<file path="config.mk">
export PLATFORM = sky130hd
export DESIGN_NAME = ucode_sequencer
export DESIGN_NICKNAME = d
export VERILOG_FILES = /design/src/rtl/ucode_sequencer.sv
export SDC_FILE = /design/constraint.sdc
export NUM_CORES = 2
export LEC_CHECK = 0
export CELL_PAD_IN_SITES_DETAIL_PLACEMENT = 0
export CELL_PAD_IN_SITES_GLOBAL_PLACEMENT = 2
export CORE_AREA = 8 8 444 446
export CTS_CLUSTER_SIZE = 25
export DETAILED_ROUTE_END_ITERATION = 16
export DIE_AREA = 0 0 452 454
export PLACE_DENSITY = 0.76
export SLEW_MARGIN = 20
export SYNTH_ARGS = -nofsm -noshare
export SYNTH_HDL_FRONTEND = slang
export SYNTH_SLANG_ARGS = --single-unit
</file>
<file path="constraint.sdc">
create_clock -name clk -period 10.9 [get_ports clk]
set_input_delay 2.18 -clock clk [delete_from_list [all_inputs] [get_ports clk]]
set_output_delay 2.18 -clock clk [all_outputs]
set_load 0.02 [all_outputs]
</file>
<file path="src/rtl/ucode_sequencer.sv">
// Programmable microcode sequencer: a writable table of control words with
// per-entry next-address rules (halt/seq/jump/branch), driving registered
// control signals and a start/busy/done handshake.
module ucode_sequencer #(
    parameter int unsigned       CTRL_W    = 13,
    parameter int unsigned       ADDR_W    = 6,
    parameter int unsigned       CSEL_W    = 2,
    parameter logic [CTRL_W-1:0] IDLE_CTRL = '0
) (
    input  logic                               clk,
    input  logic                               rst_n,
    input  logic                               wr_en,
    input  logic [ADDR_W-1:0]                  wr_addr,
    input  logic [CTRL_W+2+CSEL_W+ADDR_W-1:0]  wr_data,
    input  logic                               start,
    input  logic [ADDR_W-1:0]                  start_addr,
    input  logic                               stall,
    input  logic [(2**CSEL_W)-1:0]             cond,
    output logic [CTRL_W-1:0]                  ctrl_out,
    output logic [ADDR_W-1:0]                  upc,
    output logic                               busy,
    output logic                               done
);

    localparam int unsigned DEPTH = 2 ** ADDR_W;

    typedef struct packed {
        logic [CTRL_W-1:0] ctrl;
        logic [1:0]        op;
        logic [CSEL_W-1:0] csel;
        logic [ADDR_W-1:0] target;
    } entry_t;

    typedef enum logic [1:0] {
        OP_HALT   = 2'b00,
        OP_SEQ    = 2'b01,
        OP_JUMP   = 2'b10,
        OP_BRANCH = 2'b11
    } op_e;

    typedef enum logic {
        S_IDLE = 1'b0,
        S_RUN  = 1'b1
    } state_e;

    entry_t            mem_q [DEPTH];
    state_e            state_q, state_d;
    logic [ADDR_W-1:0] upc_q, upc_d;
    logic [CTRL_W-1:0] ctrl_q, ctrl_d;
    logic              busy_q, busy_d;
    logic              done_q, done_d;

    entry_t            cur_e;
    logic [ADDR_W-1:0] seq_addr;
    logic [ADDR_W-1:0] next_addr;

    // Microcode table; reset clears every entry to HALT with ctrl 0.
    // Reads elsewhere see pre-write contents on the same edge.
    always_ff @(posedge clk or negedge rst_n) begin
        if (!rst_n) begin
            for (int unsigned i = 0; i < DEPTH; i++) begin
                mem_q[ADDR_W'(i)] <= '0;
            end
        end else if (wr_en) begin
            mem_q[wr_addr] <= entry_t'(wr_data);
        end
    end

    // Next-state, next-address and output decode.
    always_comb begin
        state_d   = state_q;
        upc_d     = upc_q;
        ctrl_d    = ctrl_q;
        busy_d    = busy_q;
        done_d    = 1'b0;
        cur_e     = mem_q[upc_q];
        seq_addr  = upc_q + ADDR_W'(1);
        next_addr = seq_addr;

        unique case (op_e'(cur_e.op))
            OP_JUMP:   next_addr = cur_e.target;
            OP_BRANCH: next_addr = cond[cur_e.csel] ? cur_e.target : seq_addr;
            default:   next_addr = seq_addr;
        endcase

        unique case (state_q)
            S_IDLE: begin
                if (start) begin
                    state_d = S_RUN;
                    upc_d   = start_addr;
                    ctrl_d  = mem_q[start_addr].ctrl;
                    busy_d  = 1'b1;
                end
            end
            S_RUN: begin
                if (!stall) begin
                    if (op_e'(cur_e.op) == OP_HALT) begin
                        state_d = S_IDLE;
                        ctrl_d  = IDLE_CTRL;
                        busy_d  = 1'b0;
                        done_d  = 1'b1;
                    end else begin
                        upc_d  = next_addr;
                        ctrl_d = mem_q[next_addr].ctrl;
                    end
                end
            end
            default: state_d = S_IDLE;
        endcase
    end

    // State and registered outputs.
    always_ff @(posedge clk or negedge rst_n) begin
        if (!rst_n) begin
            state_q <= S_IDLE;
            upc_q   <= '0;
            ctrl_q  <= IDLE_CTRL;
            busy_q  <= 1'b0;
            done_q  <= 1'b0;
        end else begin
            state_q <= state_d;
            upc_q   <= upc_d;
            ctrl_q  <= ctrl_d;
            busy_q  <= busy_d;
            done_q  <= done_d;
        end
    end

    assign ctrl_out = ctrl_q;
    assign upc      = upc_q;
    assign busy     = busy_q;
    assign done     = done_q;

endmodule
</file>
==> metrics.txt <==
status finished, final reports clean; Synth Area in Compound Gates 4.16%; clock skew 0.0361 ns; leading area contributor after synthesis dfrtp_1; Final period util 64.9%; die span in x 452 um; clock latency on the worst-skew pair 0.83 ns; Die Ht 454 um; largest net degree at the start of global routing 173; Post-Syn Nets 5681; area share of the largest cell type after synthesis 49.4%; Clock Tree Buf Depth 3; # rows 160; Post-Synth XOR/XNOR Area 0.0347%; Seq/Total Area, Yosys 49.4%; crit start category flip-flop; worst path required time 11.56 ns; initial antenna violation count 9; clock sink total 1494; Synth Register Bits 1494; Synth area leaders dfrtp_1 (49%), mux2_2 (22%), mux4_2 (12%); TritonCTS buffer count 162; Root Buffer clkbuf_16; largest family of logic cells by synthesized area multiplexers; Crit Path Max Fanout 116; CTS resizes 0; Final GP Congestion 0.824; Fin. Hold Viols 0; Slew headroom 22.5%; Detail Route Antenna Nets 0; beginning of the worst hold path mem_q[207]$_DFFE_PN0P_; Final Max Tran Viols 0; Synth Area in Simple Gates 5.67%; GRT Util Overall 23.5%; average size of a mapped cell 13.4 sq um; EDFF count, synth 0; critical path class flip-flop to flip-flop; Final HPWL DP 141000 um; drt total wl 245000 um; # port buffers 64; mapped cell area 75600 sq um; core area 190000 sq um; Routed wire per std cell 30.2 um; Clock transition at path regs 0.06 ns; Hold Path Class flip-flop to flip-flop; # hold bufs at CTS 0; post-synthesis mux area share 37.4%; CP Launch Point upc[1]$_DFFE_PN0P_; Fin Hold WS 0.499 ns; post-route minimum period 7.08 ns; Final TNS setup 0 ns; Synth cell types 70; fillcell total 17000; Max Cap Violations 0; unrepaired setup endpoints after global routing false; synthesis-to-layout area growth 11.4%; initial drt markers 4147; worst-margin pin slew 1.16 ns; Die ar. 205000 sq um; top-count cell post-synth dfrtp_1; crit path capture type flip-flop; num ports 65; postcts setup bufs 0; layout cells sized above 1 43.3%; fin nets 5489; final worst slack 3.82 ns; Main synth FF type dfrtp_1; adder-cell share of the synthesized area 0.0165%; drt drc 0; GRT overflow 0; Via Count 49000; Leak 37.4 nW; Initial Util 39.9%; yosys warns 0; utilization after layout 44.4%; Via density 6.05; Syn Inst Count 5636; asr flop ratio synth 100%; CTS tree yes; Setup Viol. Count Final 0; CTS H-tree depth 4; vias in the first global route 50300; origin of the critical flop-to-flop path upc[1]$_DFFE_PN0P_; Pwr Density 291 nW/um^2; Data arrival, critical path 7.74 ns; Max IR drop VDD 0.546 mV; highest clock rate 0.141 GHz; first-pass GRT wire length 360000 um; Post-synth top cells dfrtp_1 (1494), mux2_2 (1480), nand2_1 (627), mux4_2 (401), clkbuf_1 (342); DRT Pass-1 Iters 6; Setup WS pre-CTS 3.68 ns
sequential cells by signal, summed over array words and instances (netlist names):
name      cells
busy          1
done          1
state_q       1
mem_q      1472
upc           6
ctrl_out     13
logic make-up after synthesis:
logic type | Yosys count
mux | 2137
flops | 1494
simple gates | 1011
buf+inv | 568
compound gates | 422
xor+xnor | 3
fa+ha+maj | 1
worst paths after layout:
| path | endpoint | slack [ns] | cells after the start |
|---|---|---|---|
| max | ctrl_out[4]$_DFFE_PN0P_ | 3.82 | 18 |
| min | mem_q[207]$_DFFE_PN0P_ | 0.50 | 1 |
| max reg2reg | ctrl_out[4]$_DFFE_PN0P_ | 3.82 | 18 |
| min reg2reg | mem_q[207]$_DFFE_PN0P_ | 0.50 | 1 |
| max in group asynchronous | mem_q[344]$_DFFE_PN0P_ | 7.18 | 3 |
| min in group asynchronous | mem_q[985]$_DFFE_PN0P_ | 1.39 | 1 |
worst max-delay path, cell delays in order, from the launching register on:
cell and delay, ns:
dfrtp_4 0.85, buf_12 0.50, mux2i_1 0.27, a22oi_1 0.11, a31oi_1 0.22, nand3_1 0.18, o32ai_1 0.66, a211oi_1 0.17
o21ai_2 0.38, a211oi_4 0.10, buf_4 0.34, nor3_2 0.28, buf_4 0.55, buf_4 0.57, a32oi_1 0.12, a31oi_1 0.23
a21oi_1 0.06, o31ai_1 0.76, o31ai_1 0.13
cell usage in the layout, fill, tap and decap left out, types with 9 or more instances in the layout:
cell type and count:
a21oi_1 73, a221oi_1 46, a221oi_2 9, a22oi_1 26
a311oi_1 14, a31oi_1 40, a32o_1 12, a32oi_1 68
and2_1 10, and3_1 18, buf_12 14, buf_2 10
buf_4 141, bufinv_16 12, clkbuf_1 29, clkbuf_16 163
clkbuf_8 46, clkdlybuf4s50_1 35, clkinv_2 34, dfrtp_1 1490
mux2_2 1480, mux2i_1 256, mux4_2 401, nand2_1 618
nand3_1 181, nand4_1 22, nor2_1 51, nor2_4 50
nor4_1 11, o21ai_0 44, o22a_1 11, o22ai_1 12
o31ai_1 19
per-stage QoR:
step,power (mW),instance area (sq um),instances
3_3_place_gp,18.6,78500,7789
5_1_grt,25.5,84200,8093
3_5_place_dp,18.7,78500,7790
4_1_cts,24.5,84200,8091
2_1_floorplan,14.7,75600,5636
6_report,24.5,84200,8099
power breakdown:
| group | leakage [nW] | internal, mW | switching (mW) |
|---|---|---|---|
| Clock | 2.79 | 3.37 | 2.41 |
| Combinational | 14.8 | 3.94 | 7.88 |
| Sequential | 19.8 | 6.31 | 0.583 |
| Total | 37.4 | 13.6 | 10.9 |
final cells by class:
type                            count  area (sq um)  area share, %
Clock inverter                     63           787          0.934
Timing Repair Buffer              204          1820           2.17
Sequential cell                  1494         37400           44.4
Tap cell                         2511          3140           3.73
Inverter                            8          30.0         0.0356
Clock buffer                      238          4820           5.72
Multi-Input combinational cell   3574         36200           43.0
Antenna cell                        7          17.5         0.0208
metal layers:
metal	wire length [um]	track usage (%)
met1	106000	32.4
met2	115000	37.5
met3	14400	4.47
met4	9270	8.08
met5	25	0
No activity file was read; power rests on OpenSTA's default activity.
